**src/rtl/pacman_sprite_draw.sv**
```systemverilog
// rtl/pacman_sprite_draw.sv - Pac-Man per-pixel renderer feeding the 32x32 font ROM (optional PAC_HFLIP_EN)
module pacman_sprite_draw #(
    parameter int SPR_SIZE = 32,
    parameter int ANIM_DIV = 4
) (
    input  logic        Clk,
    input  logic        Reset_n,
    input  logic        frame_tick,
    input  logic [9:0]  DrawX,
    input  logic [9:0]  DrawY,
    input  logic [9:0]  PacX,
    input  logic [9:0]  PacY,
    input  logic [1:0]  dir,
    input  logic        moving,
    output logic [7:0]  font_addr,
    input  logic [31:0] font_data,
    output logic        pac_on,
    output logic        mouth_open
);

    typedef enum logic {
        ST_CLOSED = 1'b0,
        ST_OPEN   = 1'b1
    } anim_state_t;

    localparam logic [3:0]  ANIM_LAST = 4'(ANIM_DIV - 1);
    localparam logic [10:0] SPR_LIM   = 11'(SPR_SIZE);

    anim_state_t state;
    logic [3:0]  anim_cnt;

    logic [9:0]  xs;
    logic [9:0]  ys;
    logic [1:0]  dir_s;

    logic [10:0] dx;
    logic [10:0] dy;
    logic        in_box;
    logic [2:0]  spr_idx;

    logic        in_box_r;
    logic [4:0]  row_r;
    logic [4:0]  col_r;
    logic [2:0]  idx_r;
    logic [4:0]  pix_bit;

`ifdef PAC_HFLIP_EN
    logic        flip;
    logic        flip_r;
`endif

    // Shadow copies of position and facing, updated only at the frame boundary so the sprite never tears
    always_ff @(posedge Clk or negedge Reset_n) begin
        if (!Reset_n) begin
            xs    <= '0;
            ys    <= '0;
            dir_s <= '0;
        end else if (frame_tick) begin
            xs    <= PacX;
            ys    <= PacY;
            dir_s <= dir;
        end
    end

    // Mouth animation: the moving flag being captured on this tick decides whether the counter advances
    always_ff @(posedge Clk or negedge Reset_n) begin
        if (!Reset_n) begin
            state    <= ST_OPEN;
            anim_cnt <= '0;
        end else if (frame_tick) begin
            if (!moving) begin
                state <= ST_OPEN;
            end else if (anim_cnt == ANIM_LAST) begin
                anim_cnt <= '0;
                state    <= (state == ST_OPEN) ? ST_CLOSED : ST_OPEN;
            end else begin
                anim_cnt <= anim_cnt + 4'd1;
            end
        end
    end

    assign mouth_open = (state == ST_OPEN);

    // Unsigned differences: a sprite left of / above the beam wraps to a large value and fails the box test
    always_comb begin
        dx     = {1'b0, DrawX} - {1'b0, xs};
        dy     = {1'b0, DrawY} - {1'b0, ys};
        in_box = (dx < SPR_LIM) && (dy < SPR_LIM);
    end

    // Sprite slot selection: closed mouth shares one slot, open mouth uses one slot per facing
    always_comb begin
        spr_idx = 3'd4;
`ifdef PAC_HFLIP_EN
        flip = 1'b0;
        if (state == ST_OPEN) begin
            if (dir_s == 2'd1) begin
                spr_idx = 3'd0;
                flip    = 1'b1;
            end else begin
                spr_idx = {1'b0, dir_s};
            end
        end
`else
        if (state == ST_OPEN) begin
            spr_idx = {1'b0, dir_s};
        end
`endif
    end

    // Stage 1: register box hit, row/column within the sprite and the slot to fetch
    always_ff @(posedge Clk or negedge Reset_n) begin
        if (!Reset_n) begin
            in_box_r <= 1'b0;
            row_r    <= '0;
            col_r    <= '0;
            idx_r    <= '0;
`ifdef PAC_HFLIP_EN
            flip_r   <= 1'b0;
`endif
        end else begin
            in_box_r <= in_box;
            row_r    <= dy[4:0];
            col_r    <= dx[4:0];
            idx_r    <= spr_idx;
`ifdef PAC_HFLIP_EN
            flip_r   <= flip;
`endif
        end
    end

    assign font_addr = {idx_r, row_r};

    // Bit 31 is the leftmost pixel, so column c normally reads bit 31-c; a mirrored sprite reads bit c
    always_comb begin
`ifdef PAC_HFLIP_EN
        pix_bit = flip_r ? col_r : ~col_r;
`else
        pix_bit = ~col_r;
`endif
    end

    // Stage 2: pick the pixel out of the returned ROM row
    always_ff @(posedge Clk or negedge Reset_n) begin
        if (!Reset_n) begin
            pac_on <= 1'b0;
        end else begin
            pac_on <= in_box_r & font_data[pix_bit];
        end
    end

endmodule

```
**config.mk**
```make
export PLATFORM = sky130hd
export DESIGN_NAME = pacman_sprite_draw
export DESIGN_NICKNAME = d
export VERILOG_FILES = /design/src/rtl/pacman_sprite_draw.sv
export SDC_FILE = /design/constraint.sdc
export NUM_CORES = 1
export LEC_CHECK = 0
export ABC_AREA = 0
export BUFFER_PORTS_ARGS = -buffer_cell sky130_fd_sc_hd__buf_2
export CORE_MARGIN = 8
export CORE_UTILIZATION = 40
export CTS_BUF_LIST = sky130_fd_sc_hd__clkbuf_8
export CTS_CLUSTER_SIZE = 16
export DETAILED_ROUTE_END_ITERATION = 8
export GPL_ROUTABILITY_DRIVEN = 0
export PLACE_DENSITY = 0.63
export SLEW_MARGIN = 20
export SYNTH_ARGS = -nofsm -noshare
export SYNTH_HDL_FRONTEND = slang
export SYNTH_SLANG_ARGS = --single-unit
```
**constraint.sdc**
```tcl
create_clock -name Clk -period 5.3 [get_ports Clk]
set_input_delay 0.53 -clock Clk [delete_from_list [all_inputs] [get_ports Clk]]
set_output_delay 0.53 -clock Clk [all_outputs]
set_load 0.05 [all_outputs]
```
==> impl_results.md <==
* Synth top area cells: dfrtp_1 39%, ha_1 9.9%, mux4_2 8.5%
* Master cell of the clock root buffer: clkbuf_8
* Layout-stage area growth over the synthesis result at 22.5%
* Final setup fails at 0
* Cell taking the most area after synthesis: dfrtp_1
* CP endpoint kind: register
* Core Rows at 29
* TritonCTS buffer count at 5
* Pin count of the biggest net entering global routing at 45
* Share of cells above drive strength 1 at 0.340
* Share of the clock period used by the worst path at 0.502
* Commonest cells in the netlist: 41 x dfrtp_1, 29 x o21ai_0, 27 x inv_1
* Cell at the slowest stage of the critical path: a2111oi_0
* Syn Inst Count at 260
* Largest driver fanout on the critical path at 3
* Insertion delay to the later sink of the worst-skew pair at 300 ps
* X dimension of the die at 97.3 um
* Overflow left after global routing at 0
* Post-route minimum period at 2660 ps
* Vias at 2184
* Yosys warnings at 0
* TritonCTS clock tree: done
* Number of buffers and inverters on the critical path at 0
* Setup bufs post-CTS at 0
* Post-detailed-routing wire length at 6460 um
* Final ANT Viol Nets at 0
* Startpoint-to-endpoint class of the critical path: reg -> reg
* Worst Setup Start Kind: register
* Yosys reg bits at 42
* Result of the run: completed
* # nets final at 447
* Total global-route track usage at 0.140
* Level count of the clock H-tree at 2
* Worst-margin pin slew at 923 ps
* Hold Worst Slack at 364 ps
* Crit path cell chain: ha_1, fa_1, nand2b_1, a21o_1, a21bo_2, a2111oi_0, nand4_1, a2111oi_2
* Slowest cell delay on critical path at 470 ps
* Leakage power at 1.57 nW
* Cells resized by post-CTS repair at 0
* Synth async-reset ratio at 1.00
* Mean instance size in the synthesized netlist at 10.2 um2
* Power density normalized to cell area at 317 nW/um2
* Initial Utilization at 0.414
* Core box area at 6390 um2
* Max Fclk at 0.376 GHz
* Synth Net Count at 361
* Unique masters post-synth at 47
* Wire length of the first global-routing pass at 11300 um
* Maximum buffer depth of the clock tree at 2
* Placed wire-length estimate after detailed placement at 5190 um
* Number of max-cap violations at 0
* Clock transition at the registers of the reported paths at 100 ps
* Number of enable-type register cells in the synthesized netlist at 0
* Number of antenna violations at the first check in global routing at 0
* Setup TNS after final layout at 0 ps
* Arrival time at the worst endpoint at 2850 ps
* First-pass DRT Iterations at 5
* Worst IR drop on VDD at 0.192 mV
* Residual DRC count at 0
* Buffers on Ports at 87
* Dominant delay contributor by cell family on the critical path: compound AO/OA/AOI/OAI gates
* Via count of the first global-routing pass at 2396
* Clock skew after layout at 12.4 ps
* Post-synth top area share at 0.388
* Die area at 9460 um2
* Number of vias per cell at 5.15
* Most repeated cell in the gate-level netlist after synthesis: dfrtp_1
* Die height at 97.3 um
* Most common flop cell mapped by yosys: dfrtp_1
* Max Transition Viols Final at 0
* Number of buffers inserted for hold repair after clock tree synthesis at 0
* Setup repair after global routing missed its margin: false
* Number of clock sinks at 42
* Data required time of the critical path at 5490 ps
* Number of DRC violations after detailed-routing iteration 0 at 78
* Wire per inst at 15.2 um
* I/O pin cnt at 88
* Normalized max-slew margin at 0.385
* Hold crit path type: in -> async
* Netlist area before placement at 2640 um2
* Portion of the post-synthesis area used by sequential elements at 0.398
* Fill cell count at 637
* Final Hold Viols at 0
* Antenna diodes at 0
==> cell usage in the layout, fill, tap and decap left out, drive strengths merged, types with 8 or more instances in the layout <==
master,netlist,final
buf,1,87
dfrtp,41,41
o21ai,29,29
inv,27,28
nand2,24,24
ha,21,21
a21oi,14,14
nor2,10,10
mux4,10,10
o21a,8,8
==> flip-flops by register name (all words and copies together) (netlist names) <==
name / flops
xs: 10
col_r: 5
mouth_open: 1
pac_on: 1
dir_s: 2
anim_cnt: 4
row_r: 5
idx_r: 3
in_box_r: 1
ys: 10
==> final timing paths <==
check | end | slack [ps] | cells past startpoint | from
worst min-delay path | ys[0] | 360 | 1 | Reset_n
worst max register to register | in_box_r | 2640 | 8 | ys[0]
max in group asynchronous | anim_cnt[1] | 4360 | 1 | Reset_n
min in group Clk | mouth_open | 380 | 2 | moving
worst min register to register | idx_r[2] | 480 | 1 | mouth_open
worst max-delay path | in_box_r | 2640 | 8 | ys[0]
==> kinds of logic after synthesis <==
logic type                 Yosys count  share of synthesized area
AOI/OAI and AO/OA                   75                      0.184
and+or+nand+nor                     62                      0.119
DFF                                 42                      0.398
buffers and inverters               35                     0.0502
adders and majority gates           23                      0.115
muxes                               17                      0.114
xor gates and xnor gates             6                     0.0199
==> through the flow <==
step | utilization | cell area [um2] | instances | total power [mW] | setup WS [ps]
6_report | 0.507 | 3240 | 424 | 1.03 | 2640
5_1_grt | 0.507 | 3240 | 424 | 1.10 | 2440
4_1_cts | 0.507 | 3240 | 424 | 1.04 | 2670
3_5_place_dp | 0.492 | 3140 | 416 | 0.818 | 2450
3_3_place_gp | 0.492 | 3140 | 416 | 0.808 | 2560
2_1_floorplan | - | 2640 | 260 | 0.710 | 2750
==> final cells by class <==
type,instances,area [um2],area share
Multi-Input combinational cell,183,1460,0.450
Sequential cell,42,1050,0.325
Timing Repair Buffer,87,435,0.135
Inverter,27,101,0.0313
Tap cell,77,96.3,0.0298
Clock buffer,5,68.8,0.0213
Clock inverter,3,25.0,0.00773
==> worst reg2reg max path: cells and delay by family, from the launching register on <==
kind / cells / cell delay (ps)
compound gates: 4 / 1160
fa+ha+maj: 2 / 620
flops: 1 / 400
simple gates: 2 / 370
==> metal layers <==
| metal | global-route usage | wire, um | part of all wire | vias to the layer above |
|---|---|---|---|---|
| met1 | 0.168 | 2880 | 0.45 | 988 |
| met3 | 0.0455 | 475 | 0.073 | 7 |
| met2 | 0.236 | 3040 | 0.47 | 88 |
| met5 | 0 | 0 | 0 | - |
| li1 | - | - | - | 1101 |
| met4 | 0.0326 | 65 | 0.010 | 0 |
==> where the power goes <==
part | internal (mW) | switching, mW
Combinational | 0.167 | 0.219
Clock | 0.0952 | 0.123
Sequential | 0.381 | 0.0413
Power figures use the tool's default switching activity.
